===== src/rtl/ahb_uart_pkg.sv =====
// Shared definitions for the bus-attached UART: register decode, bit positions
// and the transmit sequencer states.
package ahb_uart_pkg;

  typedef enum logic [2:0] {
    ADDR_STATUS   = 3'd0,
    ADDR_CTRL     = 3'd1,
    ADDR_RXDATA   = 3'd2,
    ADDR_TXDATA   = 3'd3,
    ADDR_IRQ_EN   = 3'd4,
    ADDR_IRQ_STAT = 3'd5
  } reg_addr_e;

  localparam int CTRL_RX_EN    = 16;
  localparam int CTRL_TX_EN    = 17;
  localparam int CTRL_RX_FLUSH = 18;
  localparam int CTRL_TX_FLUSH = 19;

  localparam int STAT_RX_EMPTY = 0;
  localparam int STAT_RX_FULL  = 1;
  localparam int STAT_TX_EMPTY = 2;
  localparam int STAT_TX_FULL  = 3;
  localparam int STAT_TX_BUSY  = 4;

  localparam int IRQ_RX_NONEMPTY = 0;
  localparam int IRQ_TX_IDLE     = 1;
  localparam int IRQ_RX_ERR      = 2;
  localparam int IRQ_RX_OVF      = 3;
  localparam int IRQ_TX_OVF      = 4;
  localparam int IRQ_W           = 5;

  typedef enum logic [1:0] {
    TX_IDLE = 2'd0,
    TX_LOAD = 2'd1,
    TX_SEND = 2'd2
  } tx_state_e;

  function automatic logic [7:0] sat8(input logic [8:0] c);
    return (c > 9'd255) ? 8'hFF : c[7:0];
  endfunction

endpackage


===== src/rtl/bus_protocol_if.sv =====
// Simple single-cycle register bus; the peripheral never stalls.
interface bus_protocol_if;
  logic [31:0] addr;
  logic [31:0] wdata;
  logic [31:0] rdata;
  logic [3:0]  strobe;
  logic        ren;
  logic        wen;
  logic        error;
  logic        request_stall;

  modport peripheral_vital (
    input  addr, wdata, strobe, ren, wen,
    output rdata, error, request_stall
  );

  modport vital (
    output addr, wdata, strobe, ren, wen,
    input  rdata, error, request_stall
  );
endinterface


===== src/rtl/uart_sync_fifo.sv =====
// Single-clock FIFO with naturally wrapping pointers and an explicit occupancy count.
module uart_sync_fifo #(
  parameter int WIDTH = 8,
  parameter int DEPTH = 16
) (
  input  logic                     clk,
  input  logic                     nReset,
  input  logic                     flush,
  input  logic                     push,
  input  logic                     pop,
  input  logic [WIDTH-1:0]         wdata,
  output logic [WIDTH-1:0]         rdata,
  output logic                     full,
  output logic                     empty,
  output logic [$clog2(DEPTH):0]   count
);
  localparam int AW = $clog2(DEPTH);

  logic [WIDTH-1:0] mem [DEPTH];
  logic [AW-1:0]    wr_ptr;
  logic [AW-1:0]    rd_ptr;
  logic             do_push;
  logic             do_pop;

  assign empty   = (count == '0);
  assign full    = (count == (AW+1)'(DEPTH));
  assign do_pop  = pop && !empty;
  // A full FIFO still accepts a push when the same cycle frees a slot.
  assign do_push = push && (!full || do_pop);
  assign rdata   = mem[rd_ptr];

  always_ff @(posedge clk) begin
    if (!nReset || flush) begin
      wr_ptr <= '0;
      rd_ptr <= '0;
      count  <= '0;
    end else begin
      if (do_push) wr_ptr <= wr_ptr + 1'b1;
      if (do_pop)  rd_ptr <= rd_ptr + 1'b1;
      case ({do_push, do_pop})
        2'b10:   count <= count + 1'b1;
        2'b01:   count <= count - 1'b1;
        default: count <= count;
      endcase
    end
  end

  always_ff @(posedge clk) begin
    if (do_push) mem[wr_ptr] <= wdata;
  end

endmodule


===== src/rtl/ahb_uart_fifo.sv =====
// UART peripheral: register file, RX/TX FIFOs, 8N1 serial engines and TX sequencer.
// TX sequencer states:
//   TX_IDLE | waiting for tx_en and a queued byte
//   TX_LOAD | latch FIFO head, pop it, pulse tx_valid
//   TX_SEND | engine shifting the byte out, wait for tx_done
module ahb_uart_fifo
  import ahb_uart_pkg::*;
#(
  parameter logic [15:0] DEFAULT_RATE = 16'd5207,
  parameter int          RX_DEPTH     = 16,
  parameter int          TX_DEPTH     = 16
) (
  input  logic clk,
  input  logic nReset,
  input  logic rx,
  output logic tx,
  output logic irq,
  bus_protocol_if.peripheral_vital bp
);
  localparam int RX_AW = $clog2(RX_DEPTH);
  localparam int TX_AW = $clog2(TX_DEPTH);

  logic [2:0]  widx;
  logic        mapped;
  logic        rd_hit, wr_hit;
  logic        ctrl_wr, txdata_wr, irqen_wr, irqstat_wr, rxdata_rd;
  logic [15:0] rate, rate_next, rate_m1;
  logic        rx_en, tx_en, eng_hold, eng_rst;
  logic        rx_flush, tx_flush;
  logic [IRQ_W-1:0] irq_en, irq_stat, w1c;
  logic        rx_err_f, rx_ovf_f, tx_ovf_f;

  logic [7:0]       rx_head, tx_head;
  logic             rx_full, rx_empty, tx_full, tx_empty;
  logic [RX_AW:0]   rx_cnt;
  logic [TX_AW:0]   tx_cnt;
  logic             rx_push, rx_pop, tx_push, tx_pop;

  tx_state_e   tx_state;
  logic        tx_valid, tx_busy;
  logic [7:0]  tx_data;

  logic        tx_act, tx_done;
  logic [9:0]  tx_sh;
  logic [3:0]  tx_bits;
  logic [15:0] tx_tmr;

  logic        rx_s1, rx_s2, rx_act, rx_done, rx_err_p;
  logic [3:0]  rx_bits;
  logic [15:0] rx_tmr;
  logic [7:0]  rx_sh;

  logic        unused_bits;

  assign widx       = bp.addr[4:2];
  assign mapped     = (bp.addr[31:5] == '0) && (bp.addr[1:0] == 2'b00) && (widx <= 3'd5);
  assign rd_hit     = bp.ren && mapped;
  assign wr_hit     = bp.wen && mapped;
  assign ctrl_wr    = wr_hit && (widx == ADDR_CTRL);
  assign txdata_wr  = wr_hit && (widx == ADDR_TXDATA);
  assign irqen_wr   = wr_hit && (widx == ADDR_IRQ_EN);
  assign irqstat_wr = wr_hit && (widx == ADDR_IRQ_STAT);
  assign rxdata_rd  = rd_hit && (widx == ADDR_RXDATA);

  assign bp.error         = (bp.ren || bp.wen) && !mapped;
  assign bp.request_stall = 1'b0;
  assign unused_bits      = ^{bp.wdata[31:20], bp.strobe[3]};

  assign rate_next = {bp.strobe[1] ? bp.wdata[15:8] : rate[15:8],
                      bp.strobe[0] ? bp.wdata[7:0]  : rate[7:0]};
  assign rate_m1   = rate - 16'd1;
  assign rx_flush  = ctrl_wr && bp.strobe[2] && bp.wdata[CTRL_RX_FLUSH];
  assign tx_flush  = ctrl_wr && bp.strobe[2] && bp.wdata[CTRL_TX_FLUSH];
  assign eng_rst   = !nReset || eng_hold;
  assign w1c       = (irqstat_wr && bp.strobe[0]) ? bp.wdata[IRQ_W-1:0] : '0;

  always_ff @(posedge clk) begin
    if (!nReset) begin
      rate     <= DEFAULT_RATE;
      rx_en    <= 1'b1;
      tx_en    <= 1'b1;
      eng_hold <= 1'b0;
      irq_en   <= '0;
    end else begin
      eng_hold <= ctrl_wr && (bp.strobe[0] || bp.strobe[1]);
      if (ctrl_wr && (bp.strobe[0] || bp.strobe[1]))
        rate <= (rate_next == 16'd0) ? 16'd1 : rate_next;
      if (ctrl_wr && bp.strobe[2]) begin
        rx_en <= bp.wdata[CTRL_RX_EN];
        tx_en <= bp.wdata[CTRL_TX_EN];
      end
      if (irqen_wr && bp.strobe[0]) irq_en <= bp.wdata[IRQ_W-1:0];
    end
  end

  assign rx_push = rx_done && rx_en;
  assign rx_pop  = rxdata_rd;
  assign tx_push = txdata_wr && bp.strobe[0];
  assign tx_pop  = (tx_state == TX_LOAD) && !tx_empty;

  uart_sync_fifo #(.WIDTH(8), .DEPTH(RX_DEPTH)) u_rx_fifo (
    .clk(clk), .nReset(nReset), .flush(rx_flush),
    .push(rx_push), .pop(rx_pop), .wdata(rx_sh), .rdata(rx_head),
    .full(rx_full), .empty(rx_empty), .count(rx_cnt)
  );

  uart_sync_fifo #(.WIDTH(8), .DEPTH(TX_DEPTH)) u_tx_fifo (
    .clk(clk), .nReset(nReset), .flush(tx_flush),
    .push(tx_push), .pop(tx_pop), .wdata(bp.wdata[7:0]), .rdata(tx_head),
    .full(tx_full), .empty(tx_empty), .count(tx_cnt)
  );

  // Set wins over a same-cycle clear.
  always_ff @(posedge clk) begin
    if (!nReset) begin
      rx_err_f <= 1'b0;
      rx_ovf_f <= 1'b0;
      tx_ovf_f <= 1'b0;
    end else begin
      rx_err_f <= rx_err_p || (rx_err_f && !w1c[IRQ_RX_ERR]);
      rx_ovf_f <= (rx_push && rx_full && !(rx_pop && !rx_empty)) ||
                  (rx_ovf_f && !w1c[IRQ_RX_OVF]);
      tx_ovf_f <= (tx_push && tx_full && !tx_pop) ||
                  (tx_ovf_f && !w1c[IRQ_TX_OVF]);
    end
  end

  assign tx_busy  = (tx_state != TX_IDLE);
  assign irq_stat = {tx_ovf_f, rx_ovf_f, rx_err_f, tx_empty && !tx_busy, !rx_empty};
  assign irq      = |(irq_stat & irq_en);

  always_comb begin
    bp.rdata = 32'h0;
    if (rd_hit) begin
      case (widx)
        ADDR_STATUS:   bp.rdata = {sat8(9'(rx_cnt)), sat8(9'(tx_cnt)), 11'b0,
                                   tx_busy, tx_full, tx_empty, rx_full, rx_empty};
        ADDR_CTRL:     bp.rdata = {14'b0, tx_en, rx_en, rate};
        ADDR_RXDATA:   bp.rdata = rx_empty ? 32'h8000_0000 : {24'b0, rx_head};
        ADDR_IRQ_EN:   bp.rdata = {{(32-IRQ_W){1'b0}}, irq_en};
        ADDR_IRQ_STAT: bp.rdata = {{(32-IRQ_W){1'b0}}, irq_stat};
        default:       bp.rdata = 32'h0;
      endcase
    end
  end

  // A rate change also resets the sequencer: the engine it waits on loses its frame.
  always_ff @(posedge clk) begin
    if (eng_rst) begin
      tx_state <= TX_IDLE;
      tx_valid <= 1'b0;
      tx_data  <= 8'h00;
    end else begin
      tx_valid <= 1'b0;
      case (tx_state)
        TX_IDLE: if (tx_en && !tx_empty) tx_state <= TX_LOAD;
        TX_LOAD: begin
          if (tx_empty) begin
            tx_state <= TX_IDLE;
          end else begin
            tx_data  <= tx_head;
            tx_valid <= 1'b1;
            tx_state <= TX_SEND;
          end
        end
        TX_SEND: if (tx_done) tx_state <= TX_IDLE;
        default: tx_state <= TX_IDLE;
      endcase
    end
  end

  // TX engine: 10-bit 8N1 shifter, each bit held for rate clocks.
  always_ff @(posedge clk) begin
    if (eng_rst) begin
      tx_act  <= 1'b0;
      tx_done <= 1'b0;
      tx_sh   <= '1;
      tx_bits <= 4'd0;
      tx_tmr  <= 16'd0;
    end else begin
      tx_done <= 1'b0;
      if (!tx_act) begin
        if (tx_valid) begin
          tx_act  <= 1'b1;
          tx_sh   <= {1'b1, tx_data, 1'b0};
          tx_bits <= 4'd10;
          tx_tmr  <= rate_m1;
        end
      end else if (tx_tmr == 16'd0) begin
        tx_tmr  <= rate_m1;
        tx_sh   <= {1'b1, tx_sh[9:1]};
        tx_bits <= tx_bits - 4'd1;
        if (tx_bits == 4'd1) begin
          tx_act  <= 1'b0;
          tx_done <= 1'b1;
        end
      end else begin
        tx_tmr <= tx_tmr - 16'd1;
      end
    end
  end

  assign tx = !tx_act || tx_sh[0];

  // RX engine: sample mid-bit, start bit revalidated, bad stop bit reports an error.
  always_ff @(posedge clk) begin
    if (eng_rst) begin
      rx_s1    <= 1'b1;
      rx_s2    <= 1'b1;
      rx_act   <= 1'b0;
      rx_done  <= 1'b0;
      rx_err_p <= 1'b0;
      rx_bits  <= 4'd0;
      rx_tmr   <= 16'd0;
      rx_sh    <= 8'h00;
    end else begin
      rx_s1    <= rx;
      rx_s2    <= rx_s1;
      rx_done  <= 1'b0;
      rx_err_p <= 1'b0;
      if (!rx_act) begin
        if (!rx_s2) begin
          rx_act  <= 1'b1;
          rx_bits <= 4'd0;
          rx_tmr  <= rate >> 1;
        end
      end else if (rx_tmr == 16'd0) begin
        rx_tmr <= rate_m1;
        if (rx_bits == 4'd0) begin
          if (rx_s2) rx_act <= 1'b0;
          else       rx_bits <= 4'd1;
        end else if (rx_bits <= 4'd8) begin
          rx_sh   <= {rx_s2, rx_sh[7:1]};
          rx_bits <= rx_bits + 4'd1;
        end else begin
          rx_act <= 1'b0;
          if (rx_s2) rx_done  <= 1'b1;
          else       rx_err_p <= 1'b1;
        end
      end else begin
        rx_tmr <= rx_tmr - 16'd1;
      end
    end
  end

endmodule


===== src/flat_wrapper.sv =====
// flat-port wrapper written by rule: the top's interface ports become plain ports
module ahb_uart_fifo_flat import ahb_uart_pkg::*;
#(
  parameter logic [15:0] DEFAULT_RATE = 16'd5207,
  parameter int          RX_DEPTH     = 16,
  parameter int          TX_DEPTH     = 16
)
  (clk, nReset, rx, tx, irq, bp_addr, bp_wdata, bp_strobe, bp_ren, bp_wen, bp_rdata, bp_error, bp_request_stall);
  bus_protocol_if bp_i ();
  input  logic clk;
  input  logic nReset;
  input  logic rx;
  output logic tx;
  output logic irq;
  input wire logic [$bits(bp_i.addr)-1:0] bp_addr;
  input wire logic [$bits(bp_i.wdata)-1:0] bp_wdata;
  input wire logic [$bits(bp_i.strobe)-1:0] bp_strobe;
  input wire logic [$bits(bp_i.ren)-1:0] bp_ren;
  input wire logic [$bits(bp_i.wen)-1:0] bp_wen;
  output wire logic [$bits(bp_i.rdata)-1:0] bp_rdata;
  output wire logic [$bits(bp_i.error)-1:0] bp_error;
  output wire logic [$bits(bp_i.request_stall)-1:0] bp_request_stall;
  assign bp_i.addr = bp_addr;
  assign bp_i.wdata = bp_wdata;
  assign bp_i.strobe = bp_strobe;
  assign bp_i.ren = bp_ren;
  assign bp_i.wen = bp_wen;
  assign bp_rdata = bp_i.rdata;
  assign bp_error = bp_i.error;
  assign bp_request_stall = bp_i.request_stall;
  ahb_uart_fifo #(.DEFAULT_RATE(DEFAULT_RATE), .RX_DEPTH(RX_DEPTH), .TX_DEPTH(TX_DEPTH)) u_core (.clk(clk), .nReset(nReset), .rx(rx), .tx(tx), .irq(irq), .bp(bp_i));
endmodule

===== config.mk =====
export PLATFORM = sky130hd
export DESIGN_NAME = ahb_uart_fifo_flat
export DESIGN_NICKNAME = d
export VERILOG_FILES = /design/src/rtl/ahb_uart_pkg.sv /design/src/rtl/bus_protocol_if.sv /design/src/rtl/uart_sync_fifo.sv /design/src/rtl/ahb_uart_fifo.sv /design/src/flat_wrapper.sv
export SDC_FILE = /design/constraint.sdc
export NUM_CORES = 1
export LEC_CHECK = 0
export CORE_UTILIZATION = 45
export CTS_CLUSTER_SIZE = 30
export DETAILED_ROUTE_END_ITERATION = 8
export HOLD_SLACK_MARGIN = 0.12
export MAX_ROUTING_LAYER = met4
export PLACE_DENSITY = 0.66
export RECOVER_POWER = 25
export REMOVE_ABC_BUFFERS = 1
export SETUP_SLACK_MARGIN = 0.1
export SLEW_MARGIN = 10
export SYNTH_ARGS = -nofsm -noshare
export SYNTH_HDL_FRONTEND = slang
export SYNTH_HIERARCHICAL = 1
export SYNTH_SLANG_ARGS = --single-unit

===== constraint.sdc =====
create_clock -name clk -period 4.9 [get_ports clk]
set_input_delay 1.47 -clock clk [delete_from_list [all_inputs] [get_ports clk]]
set_output_delay 1.47 -clock clk [all_outputs]
set_load 0.01 [all_outputs]

* Word level (Yosys, flattened, before mapping)
Memory sizes are Yosys's and may differ from the RTL's. A register that Yosys moved wholly into a read port is not among the register bits.
Cells that the tools add are included.
** Word-level totals
- Register bits :: 121
- Latch bits :: 0
- Bits in writable memories :: 256
- Memory bits (read-only) :: 0
- Input port bits :: 73
- Output and inout bits :: 36
- Logic and storage cells :: 203
- Memories :: 2
** Cells by class
- $add $sub $neg :: 13
- $mul :: 0
- Div/mod/pow operators :: 0
- Magnitude comparators :: 2
- Equality and inequality tests :: 21
- Shift operators :: 0
- Muxes and demuxes :: 49
- Bitwise operators :: 8
- Reduce and logical (&&, ||, !) cells :: 79
** Memory list
- u_core.u_rx_fifo.mem :: depth 16, width 8, read ports 1, clocked after memory_dff 1, wr ports 1, RTL line uart_sync_fifo.sv:19 : logic [WIDTH-1:0] mem [DEPTH];
- u_core.u_tx_fifo.mem :: depth 16, width 8, read ports 1, clocked after memory_dff 1, wr ports 1, RTL line uart_sync_fifo.sv:19
** Operators with widths (number)
- $pmux W32 S5 :: 1
- $mux W16 :: 7
- $mux W32 :: 2
- $logic_not A16 Y1 :: 3
- $sub A16 B1 Y16 const B :: 3
- $mux W4 :: 11
- $logic_and A1 B1 Y1 :: 32
- $mux W10 :: 3
- $logic_not A27 Y1 :: 1
- $add A4 B1 Y4 const B :: 5
- $pmux W5 S2 :: 2
- $mux W1 :: 16
- $mux W8 :: 2
- $logic_not A1 Y1 :: 13
- $logic_or A1 B1 Y1 :: 11
- $add A5 B1 Y5 const B :: 2
- $eq A5 B5 Y1 const B :: 2
- $logic_not A5 Y1 :: 2
- $reduce_or A5 Y1 :: 2
- $sub A5 B1 Y5 const B :: 2
- $ne A2 B2 Y1 const B :: 4
- $reduce_and A4 Y1 :: 2
- $reduce_bool A2 Y1 :: 4
- $not A1 Y1 :: 7
- 21 further kinds :: 33

* Logic depth before layout (Yosys ltp)
- Depth after elaboration :: 10
- Gate-level depth with buffers :: 15
- Gate-level depth less buffers :: 13

* Cells and area by module
Netlist, hierarchy kept.
** By module, submodules not included
- ahb_uart_fifo :: instances 1, cells an instance 761, area an instance 5950.7 sq um, sequential area each 2042.0 sq um
- uart_sync_fifo (u_core.u_rx_fifo) :: instances 1, cells an instance 330, area an instance 5871.9 sq um, sequential area each 4184.0 sq um
- uart_sync_fifo (u_core.u_tx_fifo) :: instances 1, cells an instance 322, area an instance 5838.1 sq um, sequential area each 4184.0 sq um

* Worst setup path after synthesis
Ideal clock, no wire load.
- Kind :: input -> register
- From :: input port bp_addr[3]
- To :: register u_core.u_rx_fifo.count[4]
- Library setup time :: 127 ps
- Data arrival time :: 4792 ps
- Data required time :: 4773 ps
- Setup slack :: -19 ps
- Cell stages on the path :: 13
- Path buffers :: 1
- Path through :: clkbuf_1 a211oi_1 nand4_1 nor2_1 nand2_1 nor3_1 nor2b_1 o21ai_2 fa_1 nand2b_1 a21o_1 a2111o_1 or3_1
** On the way
- Cells in the longest elaborated chain, start to end :: 9
- Elaborated cells on any way between the ends :: 18
- Those cells by class :: 1 x order compare; 4 x eq/ne; 1 x mux; 12 x reduce/logical
** Ends and longest elaborated chain
- start: declaration :: RTL line flat_wrapper.sv:15 : input wire logic [$bits(bp_i.addr)-1:0] bp_addr;
- $le A3 B3 Y1 :: RTL line ahb_uart_fifo.sv:56 : assign mapped = (bp.addr[31:5] == '0) && (bp.addr[1:0] == 2'b00) && (widx <= 3'd5);
- $logic_and A1 B1 Y1 :: RTL line ahb_uart_fifo.sv:56
- $logic_and A1 B1 Y1 :: RTL line ahb_uart_fifo.sv:57 : assign rd_hit = bp.ren && mapped;
- $logic_and A1 B1 Y1 * :: RTL line ahb_uart_fifo.sv:63 : assign rxdata_rd = rd_hit && (widx == ADDR_RXDATA);
- via u_core.rx_pop :: RTL line ahb_uart_fifo.sv:37 : logic rx_push, rx_pop, tx_push, tx_pop;
- $logic_and A1 B1 Y1 * :: RTL line uart_sync_fifo.sv:27 : assign do_pop = pop && !empty;
- $logic_or A1 B1 Y1 :: RTL line uart_sync_fifo.sv:29 : assign do_push = push && (!full || do_pop);
- $logic_and A1 B1 Y1 :: RTL line uart_sync_fifo.sv:29
- $eq A2 B1 Y1 or $eq A2 B2 Y1 (tied branches) :: RTL line uart_sync_fifo.sv:40 : case ({do_push, do_pop})
- $pmux W5 S2 or $reduce_bool A2 Y1 (tied branches)
- end signal: assignment :: RTL line uart_sync_fifo.sv:41 : 2'b10: count <= count + 1'b1;
- end signal: assignment :: RTL line uart_sync_fifo.sv:42 : 2'b01: count <= count - 1'b1;
- end signal: assignment :: RTL line uart_sync_fifo.sv:43 : default: count <= count;
- end: declaration :: RTL line uart_sync_fifo.sv:15 : output logic [$clog2(DEPTH):0] count
The timed path passes the listed nets; every way through them passes the cells marked *.
A chain may end at the register's enable or synchronous reset.

* Worst setup path in the final report
- From :: input port bp_addr[19]
- To :: output port bp_rdata[20]
** On the way
- Cells in the longest elaborated chain, start to end :: 5
** Ends and longest elaborated chain
- $logic_not A27 Y1 :: RTL line ahb_uart_fifo.sv:56
- $logic_and A1 B1 Y1 (2 in a row) :: RTL line ahb_uart_fifo.sv:56
- $logic_and A1 B1 Y1 :: RTL line ahb_uart_fifo.sv:57
- $mux W32 :: RTL line ahb_uart_fifo.sv:134 : if (rd_hit) begin
- end: declaration :: RTL line flat_wrapper.sv:20 : output wire logic [$bits(bp_i.rdata)-1:0] bp_rdata;
No other way between the ends.

==> results by group <==
Pwr
  – Seq pwr share: 51.3%
  – Internal power: 5.41 mW
  – Sw Share: 21.4%
  – Peak supply drop: 311 uV
  – Clk network pwr share: 44.4%
  – Leakage: 7.43 nW
  – Total net switching power: 1.48 mW
  – Power Density: 327 mW/mm^2
  – Overall power: 6.88 mW
  – Comb power frac: 4.2%

Drt
  – Post-Route WL: 43800 um
  – Number of antenna-violating nets in the routed design: 0
  – Routed vias: 12400
  – Residual DRC: 0
  – Drt first-iter violations: 1121
  – Drt first pass iters: 5
  – Via-to-Cell Ratio: 5.88
  – Avg WL per Cell: 20.7 um

Setup path
  – Crit path capture type: primary output
  – CP Launch Point: bp_addr[19]
  – WP data arrival: 3.27 ns
  – WP data required: 3.43 ns
  – Reg2Reg Depth: 14
  – Worst Setup Start Kind: input pin
  – Crit path kind: in -> out
  – Crit Reg-Reg Endpoint: u_core/u_tx_fifo/count[4]$_SDFFE_PP0P_
  – Crit-path max FO: 5
  – CP endpoint: bp_rdata[20]
  – Flop2flop setup slack: 0.69 ns
  – Reg2reg start: u_core/u_tx_fifo/count[0]$_SDFFE_PP0P_

Global route
  – Gr usage total: 22.5%
  – GR Util met3: 3.45%
  – Met2 Usage GRT: 35.6%
  – Largest net degree at the start of global routing: 52
  – Met1 Use GR: 30.0%
  – Gr busiest metal: met2
  – Total grt overflow: 0
  – Initial antenna violation count: 0
  – Vias in the first global route: 12200
  – First-pass GRT wire length: 68700 um

Synthesis
  – Top cell type by total area after synthesis: edfxtp_1
  – Post-synthesis sequential area ratio: 58.9%
  – Number of synthesized register bits: 392
  – Top cell type's share of synthesized area: 43.5%
  – Yosys warns: 6
  – Post-synth top flop: edfxtp_1
  – Synth unique cells: 80
  – Post-synth EDFFs: 256
  – Async SR Flop Fraction: 0%
  – Synth top area cells: edfxtp_1, dfxtp_1, mux4_2
  – Post-Synthesis Cell Area: 0.0177 mm^2
  – Synth Area per Inst: 12.5 um^2
  – Mapped Cells: 1413

Cells and area
  – Most frequent cells in the layout: edfxtp_1, dfxtp_1, nand2_1
  – Non-Filler Instances: 2114
  – Fillcell total: 3192
  – Ant diodes: 0
  – Fraction of layout cells with a size suffix above 1: 19.6%
  – Final core utilization: 54.5%
  – Reg area: 0.0104 mm^2
  – Most common cell after layout, fill and taps aside: edfxtp_1
  – Multi-input logic area: 0.00684 mm^2
  – Design area: 0.0211 mm^2
  – Synth-to-layout area growth: 19.2%
  – Fin nets: 1666

Placed design
  – Post-place setup slack: -0.494 ns
  – Detailed Place HPWL: 29800 um
  – Area after DPL: 0.0196 mm^2
  – Dpl cells: 2032
  – RePlAce Congestion: 0.858
  – PortBufs: 89

Run status
  – Status: finished clean

CTS
  – Worst skew pair latency: 0.54 ns
  – H-tree Lvls: 2
  – CTS Root Buffer Type: clkbuf_16
  – CTS max path bufs: 3
  – Clock slew at reported path FFs: 0.06 ns
  – CTS sink count: 392
  – CTS Buf Count: 41
  – CTS tree: done

STA
  – Fin. Hold Viols: 0
  – # setup viols final: 0
  – Slew HR: 31.9%
  – Clock Skew: 0.0158 ns
  – RSZ-0062 raised after global routing: false
  – Fmax: 211 MHz
  – Max Slew Vio Count: 0
  – Setup_tns: 0 ns
  – Crit path time final: 4.74 ns
  – Worst Slack Setup Final: 0.156 ns
  – WHS: 0.406 ns
  – Final Cycle Share: 96.8%
  – Worst Tran Pin Value: 1.02 ns

Floorplanning
  – Initial Utilization: 45.7%
  – Die Y-Extent: 200 um
  – Die ar.: 0.0400 mm^2
  – Total core area: 0.0386 mm^2
  – Core Rows: 72
  – DIE WIDTH: 200 um
  – I/O Pins: 109

Worst hold path
  – Hold Crit Class: reg -> reg

Job
  – Max Cap Viol: 0
-- metal layers --
layer  vias to the layer above  share of wire [%]
met5                         -                  0
met4                         0                2.9
met3                        77                6.9
met2                       469                 48
met1                      6170                 42
li1                       5718                  -
-- Yosys cell counts, drive strengths merged (16+ instances only) --
master / number
nor3: 24
nand4: 24
ha: 25
o211ai: 16
a211oi: 16
mux2i: 27
o21ai: 56
clkbuf: 49
nor2: 107
buf: 29
nor2b: 23
nand2: 107
and2: 41
a22oi: 42
mux4: 66
inv: 52
a21oi: 33
nand2b: 16
edfxtp: 256
xnor2: 17
nand3: 39
dfxtp: 136
nor4: 44
-- worst max-delay path: stages --
cell             delay (ns)
clkdlybuf4s50_1        0.42
nor3_2                 0.19
nand4_1                0.13
buf_6                  0.16
nor2_4                 0.08
buf_6                  0.11
buf_6                  0.10
and4b_2                0.26
buf_6                  0.12
and2_4                 0.14
buf_6                  0.09
-- cell type report --
cell class,count,share of cell area [%]
flip-flops and latches,392,49.4
inverters,54,0.963
repair buffers,183,7.77
clock buffers,49,5.06
clock inverters,24,1.21
multi-input cells,894,32.5
well taps,518,3.08
-- power groups by stage --
| stage | Combinational [mW] | Clock, mW | Sequential (mW) |
|---|---|---|---|
| 2_1_floorplan | 0.150 | 0 | 3.60 |
| 3_5_place_dp | 0.290 | 0 | 3.60 |
| 4_1_cts | 0.289 | 3.12 | 3.53 |
| 3_3_place_gp | 0.288 | 0 | 3.60 |
| 5_1_grt | 0.317 | 3.25 | 3.53 |
| 6_report | 0.291 | 3.06 | 3.53 |
-- sequential cells by signal, summed over array words and instances, names as in the netlist, 4 cells and up, named ones only --
register and flops:
u_core/u_tx_fifo/mem 128, u_core/tx_bits 4, u_core/tx_sh 9, u_core/irq_en 5, u_core/rate 16, u_core/u_rx_fifo/count 5, u_core/rx_sh 8, u_core/tx_tmr 16
u_core/u_tx_fifo/rd_ptr 4, u_core/u_tx_fifo/count 5, u_core/u_rx_fifo/mem 128, u_core/u_tx_fifo/wr_ptr 4, u_core/tx_data 8, u_core/u_rx_fifo/wr_ptr 4, u_core/u_rx_fifo/rd_ptr 4, u_core/rx_tmr 16
u_core/rx_bits 4
-- how the worst min path moves through the flow --
stage	start	to	slack, ns	depth (start not counted)
finish	u_core/rx_s1$_SDFF_PP1_	u_core/rx_s2$_SDFF_PP1_	0.41	1
global route	u_core/rx_s1$_SDFF_PP1_	u_core/rx_s2$_SDFF_PP1_	0.43	1
CTS	u_core/rx_s1$_SDFF_PP1_	u_core/rx_s2$_SDFF_PP1_	0.41	1
detailed placement	u_core/rx_s1$_SDFF_PP1_	u_core/rx_s2$_SDFF_PP1_	0.39	1
global placement	u_core/rx_s1$_SDFF_PP1_	u_core/rx_s2$_SDFF_PP1_	0.39	1
floorplan	u_core/rx_s1$_SDFF_PP1_	u_core/rx_s2$_SDFF_PP1_	0.39	1
-- cell families (layout without fill, tap and decap cells) --
kind of cell / count (synthesis) / count (layout) / synth area share, %
multiplexers: 98 / 98 / 10.3
AO/OA/AOI/OAI: 247 / 247 / 9.73
AND/OR/NAND/NOR: 487 / 487 / 14.5
other: 1 / 6 / 0.0212
flip-flops: 392 / 392 / 58.9
XOR/XNOR: 29 / 29 / 1.44
buffers and inverters: 132 / 310 / 3.13
adder cells (fa/ha/maj): 27 / 27 / 2.00
-- timing repair --
action,in CTS,in global routing
buffers inserted,8,1
resized for setup,145,33
endpoints found under the setup margin,28,29
pin swaps,14,9
hold buffers,0,0
No activity file was read; power rests on OpenSTA's default activity.
